File: src/rtl/adder_hex_scan_display_if.sv
// Operand/sum and display-pin bundle for the hex adder display block.
// The master side drives operands; the slave side is the display block.
interface adder_hex_scan_display_if #(
    parameter int WIDTH  = 8,
    parameter int DIGITS = 3
);
    logic [WIDTH-1:0]  a;
    logic [WIDTH-1:0]  b;
    logic              c_in;
    logic              load;
    logic [WIDTH:0]    sum;
    logic              sum_valid;
    logic [DIGITS-1:0] an;
    logic [6:0]        seg;

    modport master (
        output a, b, c_in, load,
        input  sum, sum_valid, an, seg
    );

    modport slave (
        input  a, b, c_in, load,
        output sum, sum_valid, an, seg
    );
endinterface

File: src/rtl/adder_hex_scan_display.sv
// Captures A+B+Cin on a load strobe and shows the registered sum in hex on a
// time-multiplexed, active-low common-anode seven-segment bank.
module adder_hex_scan_display #(
    parameter int WIDTH       = 8,
    parameter int DIGITS      = 3,
    parameter int REFRESH_DIV = 4,
    parameter bit BLANK_LZ    = 1'b1
) (
    input  logic                     clk,
    input  logic                     rst_n,
    adder_hex_scan_display_if.slave  bus
);
    localparam int DIV_W = (REFRESH_DIV > 1) ? $clog2(REFRESH_DIV) : 1;
    localparam int IDX_W = (DIGITS > 1) ? $clog2(DIGITS) : 1;
    localparam int PAD_W = 4 * DIGITS;
    localparam logic [6:0] SEG_DASH  = 7'b0111111;
    localparam logic [6:0] SEG_BLANK = 7'b1111111;

    if (WIDTH < 2) begin : g_bad_width
        $error("adder_hex_scan_display: WIDTH must be >= 2");
    end
    if (4 * DIGITS < WIDTH + 1) begin : g_bad_digits
        $error("adder_hex_scan_display: DIGITS too small to show WIDTH+1 sum bits");
    end
    if (REFRESH_DIV < 1) begin : g_bad_div
        $error("adder_hex_scan_display: REFRESH_DIV must be >= 1");
    end

    // Active-low gfedcba hex glyphs.
    function automatic logic [6:0] hex_to_seg(input logic [3:0] nib);
        logic [6:0] s;
        case (nib)
            4'h0:    s = 7'b1000000;
            4'h1:    s = 7'b1111001;
            4'h2:    s = 7'b0100100;
            4'h3:    s = 7'b0110000;
            4'h4:    s = 7'b0011001;
            4'h5:    s = 7'b0010010;
            4'h6:    s = 7'b0000010;
            4'h7:    s = 7'b1111000;
            4'h8:    s = 7'b0000000;
            4'h9:    s = 7'b0010000;
            4'hA:    s = 7'b0001000;
            4'hB:    s = 7'b0000011;
            4'hC:    s = 7'b1000110;
            4'hD:    s = 7'b0100001;
            4'hE:    s = 7'b0000110;
            4'hF:    s = 7'b0001110;
            default: s = SEG_DASH;
        endcase
        return s;
    endfunction

    logic [WIDTH:0]     sum_r;
    logic               sum_valid_r;
    logic [DIV_W-1:0]   div_r;
    logic [IDX_W-1:0]   idx_r;
    logic [WIDTH:0]     sum_next_s;
    logic [PAD_W-1:0]   sum_pad_s;
    logic [3:0]         nib_s;
    logic [DIGITS:0]    zero_from_s;
    logic               blank_s;
    logic [DIGITS-1:0]  an_s;
    logic [6:0]         seg_s;

    assign sum_next_s = {1'b0, bus.a} + {1'b0, bus.b} + {{WIDTH{1'b0}}, bus.c_in};
    assign sum_pad_s  = PAD_W'(sum_r);

    // Sum capture register; holding load recaptures every edge.
    always_ff @(posedge clk or negedge rst_n) begin
        if (!rst_n) begin
            sum_r       <= '0;
            sum_valid_r <= 1'b0;
        end else if (bus.load) begin
            sum_r       <= sum_next_s;
            sum_valid_r <= 1'b1;
        end else begin
            sum_r       <= sum_r;
            sum_valid_r <= sum_valid_r;
        end
    end

    // Refresh divider and digit index; independent of load activity.
    always_ff @(posedge clk or negedge rst_n) begin
        if (!rst_n) begin
            div_r <= '0;
            idx_r <= '0;
        end else if (div_r == DIV_W'(REFRESH_DIV - 1)) begin
            div_r <= '0;
            if (idx_r == IDX_W'(DIGITS - 1)) begin
                idx_r <= '0;
            end else begin
                idx_r <= idx_r + IDX_W'(1);
            end
        end else begin
            div_r <= div_r + DIV_W'(1);
            idx_r <= idx_r;
        end
    end

    // Nibble of the active digit and "all nibbles from here up are zero" flags.
    always_comb begin
        nib_s = 4'h0;
        zero_from_s = '0;
        zero_from_s[DIGITS] = 1'b1;
        for (int k = DIGITS - 1; k >= 0; k--) begin
            zero_from_s[k] = zero_from_s[k+1] & (sum_pad_s[4*k +: 4] == 4'h0);
        end
        blank_s = 1'b0;
        for (int k = 0; k < DIGITS; k++) begin
            nib_s   = (idx_r == IDX_W'(k)) ? sum_pad_s[4*k +: 4] : nib_s;
            blank_s = (idx_r == IDX_W'(k)) ? (BLANK_LZ && (k != 0) && zero_from_s[k]) : blank_s;
        end
    end

    // Active-low one-hot anode drive and segment selection.
    always_comb begin
        an_s = '1;
        for (int k = 0; k < DIGITS; k++) begin
            an_s[k] = (idx_r != IDX_W'(k));
        end
        if (!sum_valid_r) begin
            seg_s = SEG_DASH;
        end else if (blank_s) begin
            seg_s = SEG_BLANK;
        end else begin
            seg_s = hex_to_seg(nib_s);
        end
    end

    assign bus.sum       = sum_r;
    assign bus.sum_valid = sum_valid_r;
    assign bus.an        = an_s;
    assign bus.seg       = seg_s;
endmodule

File: src/flat_wrapper.sv
// flat-port wrapper written by rule: the top's interface ports become plain ports
module adder_hex_scan_display_flat 
#(
    parameter int WIDTH       = 8,
    parameter int DIGITS      = 3,
    parameter int REFRESH_DIV = 4,
    parameter bit BLANK_LZ    = 1'b1
)
  (clk, rst_n, bus_a, bus_b, bus_c_in, bus_load, bus_sum, bus_sum_valid, bus_an, bus_seg);
  adder_hex_scan_display_if #(.WIDTH(WIDTH), .DIGITS(DIGITS)) bus_i ();
  input  logic clk;
  input  logic rst_n;
  input wire logic [$bits(bus_i.a)-1:0] bus_a;
  input wire logic [$bits(bus_i.b)-1:0] bus_b;
  input wire logic [$bits(bus_i.c_in)-1:0] bus_c_in;
  input wire logic [$bits(bus_i.load)-1:0] bus_load;
  output wire logic [$bits(bus_i.sum)-1:0] bus_sum;
  output wire logic [$bits(bus_i.sum_valid)-1:0] bus_sum_valid;
  output wire logic [$bits(bus_i.an)-1:0] bus_an;
  output wire logic [$bits(bus_i.seg)-1:0] bus_seg;
  assign bus_i.a = bus_a;
  assign bus_i.b = bus_b;
  assign bus_i.c_in = bus_c_in;
  assign bus_i.load = bus_load;
  assign bus_sum = bus_i.sum;
  assign bus_sum_valid = bus_i.sum_valid;
  assign bus_an = bus_i.an;
  assign bus_seg = bus_i.seg;
  adder_hex_scan_display #(.WIDTH(WIDTH), .DIGITS(DIGITS), .REFRESH_DIV(REFRESH_DIV), .BLANK_LZ(BLANK_LZ)) u_core (.clk(clk), .rst_n(rst_n), .bus(bus_i));
endmodule
File: config.mk
export PLATFORM = sky130hd
export DESIGN_NAME = adder_hex_scan_display_flat
export DESIGN_NICKNAME = d
export VERILOG_FILES = /design/src/rtl/adder_hex_scan_display_if.sv /design/src/rtl/adder_hex_scan_display.sv /design/src/flat_wrapper.sv
export SDC_FILE = /design/constraint.sdc
export NUM_CORES = 1
export LEC_CHECK = 0
export CORE_ASPECT_RATIO = 2
export CORE_MARGIN = 2
export CORE_UTILIZATION = 43
export CTS_BUF_LIST = sky130_fd_sc_hd__clkbuf_4
export CTS_CLUSTER_SIZE = 25
export DETAILED_ROUTE_END_ITERATION = 8
export GPL_ROUTABILITY_DRIVEN = 1
export PLACE_DENSITY = 0.86
export SLEW_MARGIN = 20
export SYNTH_ARGS = -nofsm -noshare
export SYNTH_HDL_FRONTEND = slang
export SYNTH_SLANG_ARGS = --single-unit
export TNS_END_PERCENT = 20
File: constraint.sdc
create_clock -name clk -period 1.95 [get_ports clk]
set_input_delay 0.195 -clock clk [delete_from_list [all_inputs] [get_ports clk]]
set_output_delay 0.195 -clock clk [all_outputs]
set_load 0.01 [all_outputs]
==> out/qor.csv, run 1 <==
metric,value,unit
"commonest non-fill, non-tap cells in the layout","42 x buf_4, 31 x clkdlybuf4s50_1, 12 x dfrtp_1",
syn_nets,159,
status,"finished, violations left",
Peak supply drop,0.441,mV
TritonCTS clock tree,done,
crit end category,primary output,
violated checks,negative setup slack,
DIE HEIGHT,80.4,um
Clock Tree Root,clkbuf_4,
die width,42.2,um
post-DP HPWL,3210,um
clock skew,0.233,ps
CTS Sinks,14,
Worst Max-Slew Pin Slew,610,ps
CP cell instances,"mux2i_2, or2_4, ha_4, inv_2, mux4_2, or2_1, buf_2",
H-tree depth,1,
diodes inserted,0,
area grow syn2layout,69.1,%
min-delay worst type,input port to asynchronous set/reset pin,
# setup viols final,10,
YS warnings,0,
RSZ-0062 raised after global routing,true,
final hold vios,0,
die area,3390,um^2
prevailing post-synth register cell,dfrtp_1,
routing usage on met1,20.5,%
"EDFF count, synth",0,
area occupied by multi-input gates,937,um^2
largest net degree at the start of global routing,15,
ys async rst share,100,%
Port Buf Inserts,39,
crit-path max FO,5,
post-layout net count,245,
Top Ports,40,
Initial Util,45.3,%
delay of the slowest critical-path stage,460,ps
gr usage total,26.8,%
share of cells above drive strength 1,43.8,%
total power per unit cell area,746,nW/um^2
final wirelength,4460,um
sequential-to-total area share from yosys stat,27.9,%
Routed Antenna Nets,0,
gr ovfl total,0,
kind of critical path,flop to primary output,
initial antenna violation count,0,
cell row count,27,
Num CTS Buffers,3,
clock slew seen by the registers of the worst setup and hold paths,90,ps
vias after detailed routing,1346,
synthesized cell area,1250,um^2
vias in the first global route,1556,
Worst setup SP type,flop,
post-route setup slack,-554,ps
Gate Count Post-Synth,123,
cell family with most CP delay,multiplexers,
"Slew Viols, Final",0,
GRT met3 Usage,2.02,%
core area,2770,um^2
Yosys reg bits,14,
Fin Setup TNS,-3230,ps
Top Usage Layer GRT,met2,
"Hold-fix buffers, CTS",0,
"commonest non-fill, non-tap cell in the layout",buf_4,
Crit-path slowest cell,dfrtp_2,
Tmin final,2500,ps
vias per inst,5.68,
Design Power,1.58,mW
met2 Resource Use GR,53.5,%
crit share post-route,128,%
data arrival time of the critical path,2310,ps
synthesized area per cell,10.2,um^2
WL per Instance,18.8,um
Pleak,1.00,nW
fmax,399,MHz
Fill cells,192,
max_slew headroom,59.2,%
Skew-Pair Late Insertion Delay,280,ps
WP data required,1750,ps
DRC viols,0,
storage element area,353,um^2
Crit path buffers/inverters,2,
DRT Pass-1 Iters,4,
first-pass GRT wire length,6760,um
RePlAce Congestion,0.873,
clock tree buffer depth,2,
synth unique cells,42,
DR iter-0 viols,25,
MaxCap Viol Count,0,
==> state kept, by name (all words and copies together), names as in the netlist <==
register / cells
u_core.idx_r: 2
u_core.bus.sum: 9
u_core.bus.sum_valid: 1
u_core.div_r: 2
==> worst register-to-register path: stages, from the launching register on <==
cell and delay [ps]:
dfrtp_2 460, buf_4 150, or2_2 340, buf_4 150
mux2i_1 120
==> cell families (layout without fill, tap and decap cells) <==
logic type      Yosys count  in the layout  share of synthesized area [%]
mux                      16             16                           15.4
xor+xnor                  5              5                           3.49
simple gates             25             25                           11.0
buf+inv                  15            100                           5.69
compound gates           32             32                           19.4
flops                    14             14                           27.9
fa+ha+maj                16             16                           17.2
==> final cells by class <==
cell class                 count  share of cell area [%]
tap                           29                    1.71
clock buffer                   3                    1.06
inverter                      12                    2.13
timing repair buffer          84                    34.1
sequential                    14                    16.6
multi-input combinational     94                    44.2
clock inverter                 1                   0.177
==> Yosys cell counts, types with 2 or more instances <==
master | instances | area share, %
o32ai_1 | 2 | 1.4
fa_1 | 2 | 3.2
inv_1 | 12 | 3.6
a211o_1 | 2 | 1.4
or2_2 | 3 | 1.5
o21ai_0 | 2 | 0.80
mux2i_1 | 8 | 6.4
o21a_1 | 2 | 1.2
ha_1 | 14 | 14
nor3_1 | 2 | 0.80
xnor2_1 | 3 | 2.1
or3_1 | 2 | 1.0
nor2_1 | 6 | 1.8
a21oi_1 | 5 | 2.0
buf_6 | 2 | 1.8
a211oi_1 | 3 | 1.8
mux2_2 | 6 | 5.4
o21bai_1 | 2 | 1.2
nand2_1 | 2 | 0.60
xor2_1 | 2 | 1.4
dfrtp_1 | 14 | 28
nand2b_1 | 5 | 2.5
a21o_1 | 3 | 1.8
==> path summary, 6_finish.rpt <==
kind | from | end | slack [ps] | depth (start not counted)
min in group clk | u_core.div_r[0] | u_core.div_r[0] | 430 | 1
max | u_core.idx_r[0] | bus_seg[3] | -550 | 7
min | rst_n | u_core.bus.sum[3] | 280 | 1
max reg2reg | u_core.idx_r[1] | u_core.idx_r[0] | 640 | 4
max in group asynchronous | rst_n | u_core.idx_r[0] | 1240 | 1
min reg2reg | u_core.div_r[0] | u_core.div_r[0] | 430 | 1
==> power by group <==
| group | switching (mW) | total (mW) | internal [mW] | leakage [nW] |
|---|---|---|---|---|
| logic | 0.449 | 1.03 | 0.584 | 0.824 |
| registers | 0.0430 | 0.374 | 0.331 | 0.161 |
| clock network | 0.100 | 0.175 | 0.0745 | 0.0154 |
==> through the flow <==
stage               cells  area (um^2)  setup slack [ps]  hold WS [ps]  util, %
global route          237         2120              -609           323     76.5
global placement      223         1950              -515           413     70.3
detailed placement    223         1950              -620           421     70.3
CTS                   233         2040              -512           297     73.7
floorplan             123         1280              -151          -101        -
finish                237         2120              -554           285     76.5
==> timing repair <==
action / in CTS / in global routing
setup endpoints to repair: 13 / 14
setup buffers: 6 / 4
pin swaps: 9 / 4
resized for setup: 37 / 13
==> per-layer routing <==
layer / wire [um] / part of all wire (%)
met4: 327 / 7.3
met5: 0 / 0
met3: 156 / 3.5
met1: 1340 / 30
met2: 2640 / 59
Note: power is estimated with default switching activity, not from simulation.
==> inputs of run 2 (changes only) <==
- CORE_MARGIN: 2 -> not set
- SKIP_CTS_REPAIR_TIMING: not set -> 1
==> out/qor.csv, run 2 (same netlist as run 1, synthesis figures left out) <==
metric,value,unit
status,"finished, violations left",
violated checks,negative setup slack,
Port Buf Inserts,39,
gr ovfl total,0,
final hold vios,0,
final non-filler cell area,2040,um^2
Num CTS Buffers,3,
# setup viols final,10,
hold slack,300,ps
Largest register FFs,9,
DIE HEIGHT,78.4,um
WL per Instance,18.3,um
cell row count,27,
R2R cell count,4,
diodes inserted,0,
Routed Antenna Nets,0,
Clock Tree Root,clkbuf_4,
Crit-path slowest cell,dfrtp_2,
crit-path max FO,5,
Worst Max-Slew Pin Slew,608,ps
Design Power,1.51,mW
crit end category,primary output,
Tmin final,2490,ps
data arrival time of the critical path,2290,ps
first-pass GRT wire length,5990,um
Top Ports,40,
total power per unit cell area,738,nW/um^2
gr usage total,27.7,%
initial antenna violation count,0,
final wirelength,4160,um
cell family with most CP delay,multiplexers,
RSZ-0062 raised after global routing,true,
DR iter-0 viols,21,
core area,2770,um^2
MaxCap Viol Count,0,
die area,3150,um^2
post-DP HPWL,3190,um
delay of the slowest critical-path stage,440,ps
"commonest non-fill, non-tap cells in the layout","36 x buf_4, 31 x clkdlybuf4s50_1, 12 x dfrtp_1",
vias after detailed routing,1309,
CTS Sinks,14,
Worst setup SP type,flop,
Initial Util,45.3,%
"Cell Area, Placed",1930,um^2
WP data required,1750,ps
dpl cells,221,
R2R setup slack,650,ps
vias per inst,5.74,
H-tree depth,1,
RePlAce Congestion,0.768,
post-layout net count,236,
share of cells above drive strength 1,38.2,%
clock skew,0.134,ps
"Slew Viols, Final",0,
max_slew headroom,59.3,%
clock slew seen by the registers of the worst setup and hold paths,80,ps
vias in the first global route,1421,
DRT Pass-1 Iters,4,
"commonest non-fill, non-tap cell in the layout",buf_4,
die width,40.2,um
FF-to-FF End,u_core.idx_r[0],
DRC viols,0,
Final Non-Filler Cells,228,
post-route setup slack,-539,ps
Skew-Pair Late Insertion Delay,270,ps
area grow syn2layout,63.1,%
Pleak,0.984,nW
TritonCTS clock tree,done,
fmax,402,MHz
CP cell instances,"mux2i_2, or2_4, inv_1, ha_2, mux4_2, or2_1, buf_2",
kind of critical path,flop to primary output,
largest net degree at the start of global routing,15,
crit share post-route,128,%
min-delay worst type,input port to asynchronous set/reset pin,
Crit path buffers/inverters,2,
clock tree buffer depth,2,
worst r2r src,u_core.idx_r[1],
Peak supply drop,0.494,mV
Final Util,73.8,%
## run 2: worst max-delay path by stage
stage                     slack (ps)  cells after the start    endpoint            start
after global placement          -510                      7  bus_seg[3]  u_core.idx_r[0]
after floorplan                 -150                      7  bus_seg[3]  u_core.idx_r[0]
after CTS                       -940                      7  bus_seg[3]  u_core.idx_r[0]
final                           -540                      7  bus_seg[3]  u_core.idx_r[0]
after detailed placement        -630                      7  bus_seg[3]  u_core.idx_r[0]
after global routing            -630                      7  bus_seg[3]  u_core.idx_r[0]
## run 2: layer usage
layer	GRT usage [%]	vias to the layer above	wire (um)
met5	0	-	0
met4	18.7	0	264
met3	1.41	21	160
met2	54.8	70	2540
met1	21.2	616	1200
li1	-	602	-
## run 2: final cells by class
| cell class | instances | area (um^2) |
|---|---|---|
| clock inverters | 1 | 3.75 |
| fillers | 207 | 726 |
| repair buffers | 75 | 657 |
| well taps | 29 | 36.3 |
| inverters | 12 | 45.0 |
| multi-input cells | 94 | 927 |
| clock buffers | 3 | 22.5 |
| flip-flops and latches | 14 | 353 |
## run 2: where the power goes
part	internal, mW	switching (mW)	total [mW]
sequential	0.331	0.0396	0.371
clock	0.0740	0.0882	0.162
combinational	0.548	0.427	0.975
## run 2: worst register-to-register path, cell delays in order (launching register included)
cell,delay (ps)
dfrtp_2,470
buf_4,150
or2_2,330
buf_4,150
mux2i_1,120
## run 2: per-stage QoR
| step | setup slack [ps] | TNS (ps) |
|---|---|---|
| 5_1_grt | -628 | -3930 |
| 6_report | -539 | -3100 |
| 3_5_place_dp | -625 | -5050 |
| 3_3_place_gp | -515 | -4250 |
| 4_1_cts | -935 | -5870 |
| 2_1_floorplan | -151 | -151 |
